`src/rtl/arb_pkg.sv`:
```
// Shared types and sizing helpers for the XOUT round-robin arbiter.
// Exports: arb_state_t, DEF_NREQ, DEF_WIDTH, id_w().
package arb_pkg;

  typedef enum logic [1:0] {
    IDLE,
    GRANT,
    LOCKED
  } arb_state_t;

  localparam int DEF_NREQ  = 4;
  localparam int DEF_WIDTH = 8;

  function automatic int id_w(input int n);
    return (n <= 2) ? 1 : $clog2(n);
  endfunction

endpackage

```
`src/rtl/rr_pick.sv`:
```
// Combinational round-robin pick: first set bit of elig at or after ptr.
// Ports: elig (eligible mask), ptr (search start) -> any, g (winner).
module rr_pick
  import arb_pkg::*;
#(
  parameter int NREQ = DEF_NREQ,
  parameter int IW   = id_w(NREQ)
) (
  input  logic [NREQ-1:0] elig,
  input  logic [IW-1:0]   ptr,
  output logic            any,
  output logic [IW-1:0]   g
);

  logic [2*NREQ-1:0] dbl;
  logic [2*NREQ-1:0] sh;
  logic [NREQ-1:0]   rot;
  logic [IW-1:0]     k;
  logic [IW:0]       sum;

  always_comb begin
    dbl = {elig, elig};
    sh  = dbl >> ptr;
    rot = sh[NREQ-1:0];
    any = |rot;
    k   = '0;
    for (int i = NREQ - 1; i >= 0; i--) begin
      if (rot[i]) k = IW'(i);
    end
    // Undo the rotation; explicit modulo keeps non-power-of-2 NREQ legal.
    sum = {1'b0, ptr} + {1'b0, k};
    if (sum >= (IW+1)'(NREQ)) begin
      sum = sum - (IW+1)'(NREQ);
    end
    g = sum[IW-1:0];
  end

endmodule

```
`src/rtl/xout_rr_arbiter.sv`:
```
// Round-robin arbiter sharing one registered XOUT among NREQ requesters.
// Ports: CLK, RESET(async low), REQ, DIN, [LOCK if ARB_LOCK_EN] ->
//        ACK, XOUT, XVALID, GRANT_ID.
module xout_rr_arbiter
  import arb_pkg::*;
#(
  parameter int NREQ     = DEF_NREQ,
  parameter int WIDTH    = DEF_WIDTH,
  parameter int MAX_HOLD = 15
) (
  input  logic                    CLK,
  input  logic                    RESET,
  input  logic [NREQ-1:0]         REQ,
  input  logic [NREQ*WIDTH-1:0]   DIN,
`ifdef ARB_LOCK_EN
  input  logic [NREQ-1:0]         LOCK,
`endif
  output logic [NREQ-1:0]         ACK,
  output logic [WIDTH-1:0]        XOUT,
  output logic                    XVALID,
  output logic [$clog2(NREQ)-1:0] GRANT_ID
);

  localparam int IW = id_w(NREQ);

  arb_state_t       state_q, state_n;
  logic [IW-1:0]    ptr_q, ptr_n;
  logic [NREQ-1:0]  ack_q, ack_n;
  logic [WIDTH-1:0] xout_q, xout_n;
  logic             xv_q, xv_n;
  logic [IW-1:0]    gid_q, gid_n;

  logic [NREQ-1:0]  mask;
  logic [NREQ-1:0]  elig;
  logic             any;
  logic [IW-1:0]    g;
  logic             do_pick;
  logic [WIDTH-1:0] din_a [NREQ];

`ifdef ARB_LOCK_EN
  localparam int CW = id_w(MAX_HOLD + 1);
  logic [CW-1:0] cnt_q, cnt_n;
`endif

  function automatic logic [IW-1:0] inc(
    input logic [IW-1:0] x
  );
    return (x == IW'(NREQ - 1)) ? '0 : x + IW'(1);
  endfunction

  always_comb begin
    for (int i = 0; i < NREQ; i++) begin
      din_a[i] = DIN[i*WIDTH +: WIDTH];
    end
  end

  // An outstanding ACK masks its owner for one cycle.
  always_comb begin
    mask = '0;
    if (state_q != IDLE) mask = ack_q;
    elig = REQ & ~mask;
  end

  rr_pick #(
    .NREQ (NREQ),
    .IW   (IW)
  ) u_pick (
    .elig (elig),
    .ptr  (ptr_q),
    .any  (any),
    .g    (g)
  );

  always_comb begin
    state_n = IDLE;
    ptr_n   = ptr_q;
    ack_n   = '0;
    xout_n  = xout_q;
    xv_n    = 1'b0;
    gid_n   = gid_q;
    do_pick = 1'b1;
`ifdef ARB_LOCK_EN
    cnt_n   = '0;
    if (state_q == LOCKED) begin
      if (REQ[gid_q] && LOCK[gid_q] &&
          cnt_q != CW'(MAX_HOLD)) begin
        do_pick = 1'b0;
        state_n = LOCKED;
        ack_n   = NREQ'(1) << gid_q;
        xout_n  = din_a[gid_q];
        xv_n    = 1'b1;
        cnt_n   = cnt_q + CW'(1);
      end else begin
        ptr_n = inc(gid_q);
      end
    end
`endif
    if (do_pick && any) begin
      state_n = GRANT;
      ptr_n   = inc(g);
      ack_n   = NREQ'(1) << g;
      xout_n  = din_a[g];
      xv_n    = 1'b1;
      gid_n   = g;
`ifdef ARB_LOCK_EN
      if (LOCK[g]) state_n = LOCKED;
`endif
    end
  end

  always_ff @(posedge CLK or negedge RESET) begin
    if (!RESET) begin
      state_q <= IDLE;
      ptr_q   <= '0;
      ack_q   <= '0;
      xout_q  <= '0;
      xv_q    <= 1'b0;
      gid_q   <= '0;
    end else begin
      state_q <= state_n;
      ptr_q   <= ptr_n;
      ack_q   <= ack_n;
      xout_q  <= xout_n;
      xv_q    <= xv_n;
      gid_q   <= gid_n;
    end
  end

`ifdef ARB_LOCK_EN
  always_ff @(posedge CLK or negedge RESET) begin
    if (!RESET) cnt_q <= '0;
    else        cnt_q <= cnt_n;
  end
`endif

  assign ACK      = ack_q;
  assign XOUT     = xout_q;
  assign XVALID   = xv_q;
  assign GRANT_ID = gid_q;

endmodule

```
`config.mk`:
```
export PLATFORM = sky130hd
export DESIGN_NAME = xout_rr_arbiter
export DESIGN_NICKNAME = d
export VERILOG_FILES = /design/src/rtl/arb_pkg.sv /design/src/rtl/rr_pick.sv /design/src/rtl/xout_rr_arbiter.sv
export SDC_FILE = /design/constraint.sdc
export NUM_CORES = 1
export LEC_CHECK = 0
export CAP_MARGIN = 15
export CORE_AREA = 2 2 67 50
export DETAILED_ROUTE_END_ITERATION = 16
export DIE_AREA = 0 0 69 52
export HOLD_SLACK_MARGIN = 0.12
export MAX_ROUTING_LAYER = met4
export PLACE_DENSITY_LB_ADDON = 0.12
export SYNTH_ARGS = -nofsm -noshare
export SYNTH_HDL_FRONTEND = slang
export SYNTH_SLANG_ARGS = --single-unit
```
`constraint.sdc`:
```
create_clock -name CLK -period 4.79 [get_ports CLK]
set_input_delay 0.958 -clock CLK [delete_from_list [all_inputs] [get_ports CLK]]
set_output_delay 0.958 -clock CLK [all_outputs]
set_load 0.03 [all_outputs]
```
==> results of run 1 <==
## routing by layer
metal	track usage	up-vias	share of wire
met1	0.273	615	0.45
met5	-	-	0
met3	0.0562	9	0.067
li1	-	600	-
met4	0.0882	0	0.014
met2	0.370	49	0.47
## cell usage in the layout (no fill, tap or decap), drive strengths merged, types with 2 or more instances in the layout
cell type and count:
a21oi 6, a221o 10, a221oi 2, a32o 8, a32oi 2, buf 2, clkbuf 3, clkdlybuf4s50 52
dfrtp 17, ha 2, inv 4, mux2 22, mux2i 2, nand2 27, nor2 5, nor2b 2
o21ai 2, o2bb2ai 2
## how the worst max path moves through the flow
stage,endpoint,cells after the start,start
final,XOUT[7]$_DFFE_PN0P_,11,REQ[1]
after global routing,XOUT[3]$_DFFE_PN0P_,11,REQ[1]
after CTS,XOUT[5]$_DFFE_PN0P_,11,REQ[1]
after detailed placement,XOUT[4]$_DFFE_PN0P_,11,REQ[1]
after global placement,XOUT[6]$_DFFE_PN0P_,11,REQ[1]
after floorplan,XOUT[1]$_DFFE_PN0P_,11,REQ[1]
## report_power, final
group,switching (mW),internal (mW)
clock,0.0556,0.0579
combinational,0.678,0.626
sequential,0.0867,0.227
total,0.821,0.911
## worst register-to-register path, delay by kind of cell (launching register included)
| kind | cells | cell delay (ps) |
|---|---|---|
| adder cells (fa/ha/maj) | 1 | 840 |
| flip-flops | 1 | 690 |
| multiplexers | 2 | 820 |
| AO/OA/AOI/OAI | 4 | 1070 |
| AND/OR/NAND/NOR | 3 | 180 |
## sequential cells by signal (all words and copies together) (netlist names)
signal and count:
XVALID 1, XOUT 8, GRANT_ID 2, ptr_q 2, ACK 4
## cells by family after synthesis
group,after synthesis,synth area share
adders and majority gates,3,0.0266
buffers and inverters,12,0.0514
xor gates and xnor gates,1,0.00666
muxes,24,0.209
DFF,17,0.324
and+or+nand+nor,38,0.127
AOI/OAI and AO/OA,36,0.256
## through the flow
stage,area (µm²),std cells,setup slack (ps),hold slack [ps]
2_1_floorplan,1320,131,1460,653
3_3_place_gp,1850,215,711,485
3_5_place_dp,1850,215,588,492
4_1_cts,1890,219,869,509
5_1_grt,1890,219,678,534
6_report,1890,219,861,499
## layout make-up
class	instances	area share
timing repair buffer	54	0.283
tap	38	0.0251
multi-input combinational	102	0.435
clock inverter	1	0.00265
inverter	4	0.00794
clock buffer	3	0.0218
sequential	17	0.225
==> impl_metrics.toml, run 1 <==
[synth]
postSynthRegisterBits = 17
postSynthNetCount = 171
yosysUniqueCellTypes = 33
mapped_avg_cell_area_um2 = 10.0
synth-edff-count = 0
mappedNetlistArea_mm2 = 0.00132
asyncSetResetFlopFracSynth = 1.00
post_synthesis_instance_total = 131
synth.largest_area_cell = "sky130_fd_sc_hd__dfrtp_1"
synthDominantCellAreaShare = 0.324
share_of_the_yosys_chip_area_belonging_to_registers = 0.324
synth.area.top_cells = "sky130_fd_sc_hd__dfrtp_1 32%, sky130_fd_sc_hd__mux2_2 15%, sky130_fd_sc_hd__nand2_1 7.7%"
synth_top_flop_cell = "sky130_fd_sc_hd__dfrtp_1"
yosys.cell_count.top_type = "sky130_fd_sc_hd__nand2_1"
synth_commonest_cells = "27 x sky130_fd_sc_hd__nand2_1, 18 x sky130_fd_sc_hd__mux2_2, 17 x sky130_fd_sc_hd__dfrtp_1"
yosys_warnings = 0

[floorplanning]
top_level_ports = 53
initial_utilization = 0.442
fp.dieW_um = 69
placeable_core_region_mm2 = 0.00298
floorplan.die_area_mm2 = 0.00359
placement_rows = 17
die_h_um = 52

[min_path]
timing.hold.worst_path_depth = 1
min-delay-start = "GRANT_ID[1]$_DFFE_PN0P_"
holdPathEnd = "GRANT_ID[1]$_DFFE_PN0P_"
hold_path_class = "flop to flop"

[clock_tree]
clock_input_transition_at_the_sequential_cells_of_the_worst_setup_and_hold_paths_ps = 70
htree_levels = 1
clock-sinks = 17
clk_latency_ps = 260
cts_tree = "done"
post-cts-setup-buffers = 0
cts.hold.buffers_added = 0
cts_resized = 0
cts_made_buffers = 3
clock_path_buffers = 2
clockRootBuffer = "sky130_fd_sc_hd__clkbuf_8"

[setup_path]
rr_endpoint = "XOUT[7]$_DFFE_PN0P_"
register_to_register_setup_slack_ps = 1060
path_common_cell = "sky130_fd_sc_hd__nand2_1"
critical-path-max-stage-delay_ps = 840
worst_setup_path_end_kind = "flop"
crit_path_start_kind = "input pin"
timing.critical_path.arrival_ps = 4070
cpMaxStageDelayCell = "sky130_fd_sc_hd__ha_1"
worstPathMaxFanout = 22
reg2reg_depth = 10
critical_path.cell_chain = "clkdlybuf4s50_1, inv_1, a221o_1, o21ai_0, nand2_1, ha_1, mux2_2, nand2_1, nand2_1, a32o_1, a221o_1"
regToRegStartpoint = "ptr_q[0]$_DFFE_PN0P_"
critPathBufInv = 2
setup.worst_path.class = "input pin to flop"
cp_top_family = "compound AO/OA/AOI/OAI gates"
required_ps = 4930

[place]
portBuffers = 52
gp_congestion = 0.821
hpwl_detailed_um = 2690

[timing]
fmax_mhz = 255
worst_margin_slew_ps = 852
clock_skew_ps = 5.25
final_count_of_hold_timing_violations = 0
period_needed_ps = 3930
grt_setup_unrepaired = "no"
finalCritPeriodShare = 0.820
timing.final.setup_violations = 0
slew-limit-headroom = 0.432
total_negative_slack_ps = 0
timing_max_transition_violations_final = 0

[layout]
nNetsFinal = 222
num-fill-cells = 249
seq_area_um2 = 425
drive_above_1_share = 0.182
antenna_cells = 0
area_delta_synth_final_pct = 43.9
post-route-util = 0.635
area_of_combinational_cells_with_multiple_inputs_um2 = 822

[global_routing]
antenna_found_initial = 0
grt_overflow = 0
first_global_vias = 1318
grt_max_degree = 23
first_pass_grt_wire_length_um = 6110
grt_usage = 0.226

[routing]
initialDrtViolationCount = 66
remaining_drc_errors = 0
remaining_antenna_violation_count_after_routing = 0
dr_total_vias = 1273
wl_um = 3780
avgViaCountPerCell = 5.81
post_detailed_route_wirelength_per_cell_um = 17.2
drt_first_pass_iters = 5

[power_and_ir_drop]
total_leakage_power_nw = 0.773
cellPowerDensity_mw_per_mm2 = 916
worst_ir_drop_vdd_v = 0.000453
p_total_mw = 1.73

[flow_run]
maxCapViolCount = 0

[status]
outcome = "finished clean"
Note: power is estimated with default switching activity, not from simulation.
==> run 2: changes to the inputs <==
CORE_AREA = 2 2 73 54   (was 2 2 67 50)
DIE_AREA = 0 0 75 56   (was 0 0 69 52)
clock period = 3.22 ns   (was 4.79 ns; I/O delays follow)
==> impl_metrics.toml, run 2 (same netlist as run 1, synthesis figures left out) <==
[timing]
holdWs_ps = 511
slew-limit-headroom = 0.482
fmax_mhz = 326
timing_max_transition_violations_final = 0
clock_skew_ps = 2.27
final_count_of_hold_timing_violations = 0
period_needed_ps = 3070
finalCritPeriodShare = 0.953
timing.final.setup_violations = 0
grt_setup_unrepaired = "no"
worst_slack_ps = 153
worst_margin_slew_ps = 775

[layout]
finish.instance_area_mm2 = 0.00203
layout.cells.most_common_list = "52 x sky130_fd_sc_hd__clkdlybuf4s50_1, 27 x sky130_fd_sc_hd__nand2_1, 18 x sky130_fd_sc_hd__mux2_2, 17 x sky130_fd_sc_hd__dfrtp_1, 13 x sky130_fd_sc_hd__buf_4"
layout.cells.most_common = "sky130_fd_sc_hd__clkdlybuf4s50_1"
post-route-util = 0.588
area_delta_synth_final_pct = 54.1
largest_register_ffs = 8
antenna_cells = 0
nNetsFinal = 235
drive_above_1_share = 0.242

[global_routing]
first_global_vias = 1396
first_pass_grt_wire_length_um = 6320
grt_max_degree = 18
grt_usage = 0.196
antenna_found_initial = 0
grt_overflow = 0

[clock_tree]
cts_made_buffers = 3
clock_path_buffers = 2
clk_latency_ps = 260
clock-sinks = 17
clockRootBuffer = "sky130_fd_sc_hd__clkbuf_8"
cts_tree = "done"
post-cts-setup-buffers = 0
htree_levels = 1
clock_input_transition_at_the_sequential_cells_of_the_worst_setup_and_hold_paths_ps = 80

[place]
gp_congestion = 0.793
hpwl_detailed_um = 2920
dp_worst_setup_slack_ps = -181
standard_cell_area_after_detailed_placement_mm2 = 0.00196
portBuffers = 52

[setup_path]
crit_path_start_kind = "input pin"
setup.worst_path.class = "input pin to flop"
timing.critical_path.arrival_ps = 3210
worst_setup_path_end_kind = "flop"
worstPathMaxFanout = 10
required_ps = 3370

[floorplanning]
floorplan.die_area_mm2 = 0.00420
fp.dieW_um = 75
initial_utilization = 0.382
die_h_um = 56
placement_rows = 18
top_level_ports = 53
placeable_core_region_mm2 = 0.00345

[routing]
post_detailed_route_wirelength_per_cell_um = 15.3
avgViaCountPerCell = 5.39
initialDrtViolationCount = 72
drt_first_pass_iters = 4
wl_um = 3740
remaining_drc_errors = 0
remaining_antenna_violation_count_after_routing = 0
dr_total_vias = 1315

[power_and_ir_drop]
total_leakage_power_nw = 0.834
worst_ir_drop_vdd_v = 0.000564
cellPowerDensity_mw_per_mm2 = 1370
p_total_mw = 2.78

[status]
outcome = "finished clean"

[flow_run]
maxCapViolCount = 0

[min_path]
hold_path_class = "flop to flop"
run 2: metrics by stage:
| step | setup TNS [ps] | instances |
|---|---|---|
| floorplan | 0 | 131 |
| global placement | -449 | 240 |
| detailed placement | -1400 | 240 |
| CTS | 0 | 244 |
| global route | 0 | 244 |
| finish | 0 | 244 |
run 2: per-layer routing:
metal | routed length [µm] | global-route usage
met1 | 1750 | 0.269
met2 | 1750 | 0.301
met3 | 196 | 0.0380
met4 | 31 | 0.0383
met5 | 0 | -
run 2: final timing paths:
path	slack [ps]	to	start	cells past startpoint
max	150	XOUT[2]$_DFFE_PN0P_	REQ[1]	12
min	510	GRANT_ID[1]$_DFFE_PN0P_	GRANT_ID[1]$_DFFE_PN0P_	1
max reg2reg	280	XOUT[2]$_DFFE_PN0P_	ptr_q[0]$_DFFE_PN0P_	11
min reg2reg	510	GRANT_ID[1]$_DFFE_PN0P_	GRANT_ID[1]$_DFFE_PN0P_	1
max in group asynchronous	1900	XOUT[1]$_DFFE_PN0P_	RESET	1
min in group asynchronous	830	XVALID$_DFF_PN0_	RESET	1
run 2: final cells by class:
type	instances	area (µm²)
sequential	17	425
tap	50	62.6
clock inverter	1	7.51
inverter	4	15.0
clock buffer	3	41.3
multi-input combinational	102	835
timing repair buffer	67	641
fill	303	1420
run 2: what timing repair did:
item                       CTS  global route
setup endpoints to repair    0             7
gates resized for setup      0             4
hold buffers                 0             0
run 2: worst max-delay path, stage by stage:
cell,delay (ps)
sky130_fd_sc_hd__clkdlybuf4s50_1,480
sky130_fd_sc_hd__inv_1,70
sky130_fd_sc_hd__a221o_1,350
sky130_fd_sc_hd__o21ai_1,130
sky130_fd_sc_hd__nand2_1,110
sky130_fd_sc_hd__ha_4,290
sky130_fd_sc_hd__buf_6,140
sky130_fd_sc_hd__mux2_2,360
sky130_fd_sc_hd__nand2_1,70
sky130_fd_sc_hd__nand2_1,50
sky130_fd_sc_hd__a32o_1,250
sky130_fd_sc_hd__a221o_1,260
run 2: where the power goes:
group          internal, mW  switching, mW
Sequential            0.338          0.109
Clock                0.0873         0.0875
Combinational          1.10           1.05
Total                  1.53           1.25
==> run 3: changes to the inputs <==
CORE_AREA = 2 2 70 52   (was 2 2 73 54)
DIE_AREA = 0 0 72 54   (was 0 0 75 56)
SYNTH_HIERARCHICAL = 1   (was unset)
==> impl_metrics.toml, run 3 <==
[setup_path]
crit_start = "REQ[1]"
critPathBufInv = 3
crit_path_start_kind = "input pin"
critical_path.cell_chain = "clkdlybuf4s50_1, a21boi_1, buf_4, nand2b_1, a2bb2oi_1, o211ai_1, o21a_1, ha_1, xnor2_1, xnor2_1, inv_1, ha_1, mux2_2"
setup.worst_path.class = "input pin to flop"
worst_setup_path_end_kind = "flop"
cpMaxStageDelayCell = "sky130_fd_sc_hd__clkdlybuf4s50_1"
worstPathMaxFanout = 6
required_ps = 3360
cp_top_family = "buffers and inverters"
critical-path-max-stage-delay_ps = 460
timing.critical_path.arrival_ps = 3190
regToRegStartpoint = "XVALID$_DFF_PN0_"

[clock_tree]
clock-sinks = 17
cts_made_buffers = 3
clockRootBuffer = "sky130_fd_sc_hd__clkbuf_8"
clock_input_transition_at_the_sequential_cells_of_the_worst_setup_and_hold_paths_ps = 60
cts.hold.buffers_added = 0
cts_tree = "done"
clk_latency_ps = 250
htree_levels = 1
clock_path_buffers = 2

[timing]
finalCritPeriodShare = 0.948
holdWs_ps = 495
period_needed_ps = 3050
grt_setup_unrepaired = "no"
clock_skew_ps = 2.50
timing_max_transition_violations_final = 0
final_count_of_hold_timing_violations = 0
fmax_mhz = 328
slew-limit-headroom = 0.470
worst_margin_slew_ps = 793
timing.final.setup_violations = 0

[layout]
layout.cells.most_common = "sky130_fd_sc_hd__clkdlybuf4s50_1"
layout.cells.most_common_list = "52 x sky130_fd_sc_hd__clkdlybuf4s50_1, 17 x sky130_fd_sc_hd__dfrtp_1, 16 x sky130_fd_sc_hd__mux2i_1, 14 x sky130_fd_sc_hd__buf_4, 11 x sky130_fd_sc_hd__nand2b_1"
antenna_cells = 0
largest_register_ffs = 8
nNetsFinal = 208
drive_above_1_share = 0.152
area_delta_synth_final_pct = 60.6
finish.instance_area_mm2 = 0.00178

[floorplanning]
placement_rows = 18
top_level_ports = 53
fp.dieW_um = 72
floorplan.die_area_mm2 = 0.00389
die_h_um = 54
initial_utilization = 0.334
placeable_core_region_mm2 = 0.00331

[place]
hpwl_detailed_um = 2250
gp_congestion = 0.784
portBuffers = 52
standard_cell_area_after_detailed_placement_mm2 = 0.00172

[routing]
avgViaCountPerCell = 4.85
dr_total_vias = 990
post_detailed_route_wirelength_per_cell_um = 14.0
wl_um = 2850
drt_first_pass_iters = 4
remaining_drc_errors = 0
remaining_antenna_violation_count_after_routing = 0
initialDrtViolationCount = 26

[power_and_ir_drop]
cellPowerDensity_mw_per_mm2 = 1190
total_leakage_power_nw = 0.772
p_total_mw = 2.12
worst_ir_drop_vdd_v = 0.000638

[synth]
post_synthesis_instance_total = 99
synth.largest_area_cell = "sky130_fd_sc_hd__dfrtp_1"
yosys_warnings = 6
mapped_avg_cell_area_um2 = 11.2
yosysUniqueCellTypes = 29
share_of_the_yosys_chip_area_belonging_to_registers = 0.384
yosys.cell_count.top_type = "sky130_fd_sc_hd__dfrtp_1"
synthDominantCellAreaShare = 0.384
postSynthNetCount = 142
synth-edff-count = 0
mappedNetlistArea_mm2 = 0.00111
postSynthRegisterBits = 17
asyncSetResetFlopFracSynth = 1.00
synth.area.top_cells = "sky130_fd_sc_hd__dfrtp_1 38%, sky130_fd_sc_hd__mux2i_1 14%, sky130_fd_sc_hd__o221ai_1 6.3%"
synth_top_flop_cell = "sky130_fd_sc_hd__dfrtp_1"
synth_commonest_cells = "17 x sky130_fd_sc_hd__dfrtp_1, 16 x sky130_fd_sc_hd__mux2i_1, 11 x sky130_fd_sc_hd__nand2b_1"

[global_routing]
grt_max_degree = 18
antenna_found_initial = 0
grt_overflow = 0
first_global_vias = 989
grt_usage = 0.163
first_pass_grt_wire_length_um = 4650

[status]
outcome = "finished clean"

[flow_run]
maxCapViolCount = 0

[min_path]
min-delay-start = "XOUT[7]$_DFFE_PN0P_"
hold_path_class = "flop to flop"
[run 3: worst paths after layout]
kind	endpoint	slack, ps	cells after the start
setup reg to reg	ptr_q[1]$_DFFE_PN0P_	610	12
max in group asynchronous	XVALID$_DFF_PN0_	1870	1
hold / removal	XOUT[7]$_DFFE_PN0P_	500	2
min in group asynchronous	XOUT[7]$_DFFE_PN0P_	860	1
hold reg to reg	XOUT[7]$_DFFE_PN0P_	500	2
setup / recovery	ptr_q[1]$_DFFE_PN0P_	170	13
[run 3: logic make-up (layout without fill, tap and decap cells)]
kind of cell | Yosys count | after routing | synth area share
buf+inv | 9 | 74 | 0.0610
xor+xnor | 2 | 2 | 0.0158
fa+ha+maj | 5 | 5 | 0.0565
simple gates | 25 | 25 | 0.137
compound gates | 21 | 21 | 0.157
mux | 20 | 20 | 0.189
flops | 17 | 17 | 0.384
[run 3: worst reg2reg max path, delay by kind of cell, from the launching register on]
| kind | cells | cell delay (ps) |
|---|---|---|
| AO/OA/AOI/OAI | 4 | 580 |
| adder cells (fa/ha/maj) | 2 | 470 |
| flip-flops | 1 | 420 |
| XOR/XNOR | 2 | 420 |
| buffers and inverters | 2 | 270 |
| multiplexers | 1 | 260 |
| AND/OR/NAND/NOR | 1 | 70 |
[run 3: per-layer routing]
metal	vias up	global-route usage	routed length, µm
met5	-	-	0
met4	0	0.0314	0
met2	31	0.270	1290
met3	0	0.0543	207
met1	470	0.198	1350
li1	489	-	-
[run 3: stage by stage]
stage | setup WS (ps) | cells | util | setup TNS [ps]
after floorplan | 105 | 99 | - | 0
after global placement | 58.4 | 199 | 0.520 | 0
after detailed placement | -54.0 | 199 | 0.520 | -112
after CTS | 197 | 203 | 0.534 | 0
after global routing | 4.80 | 204 | 0.537 | 0
final | 167 | 204 | 0.537 | 0
[run 3: report_power, final]
part | total [mW] | internal (mW) | switching (mW)
Clock | 0.157 | 0.0877 | 0.0689
Combinational | 1.56 | 0.790 | 0.769
Sequential | 0.405 | 0.335 | 0.0704
[run 3: cell type report]
class,count,area [µm²]
Inverter,4,15.0
Sequential cell,17,425
Tap cell,40,50.0
Fill cell,298,1530
Multi-Input combinational cell,73,617
Clock buffer,4,45.0
Timing Repair Buffer,66,626
[run 3: timing repair]
action | 4_1_cts | 5_1_grt
resized for setup | 0 | 2
endpoints found under the hold margin | 0 | 0
setup buffers | 0 | 1
setup endpoints to repair | 0 | 8
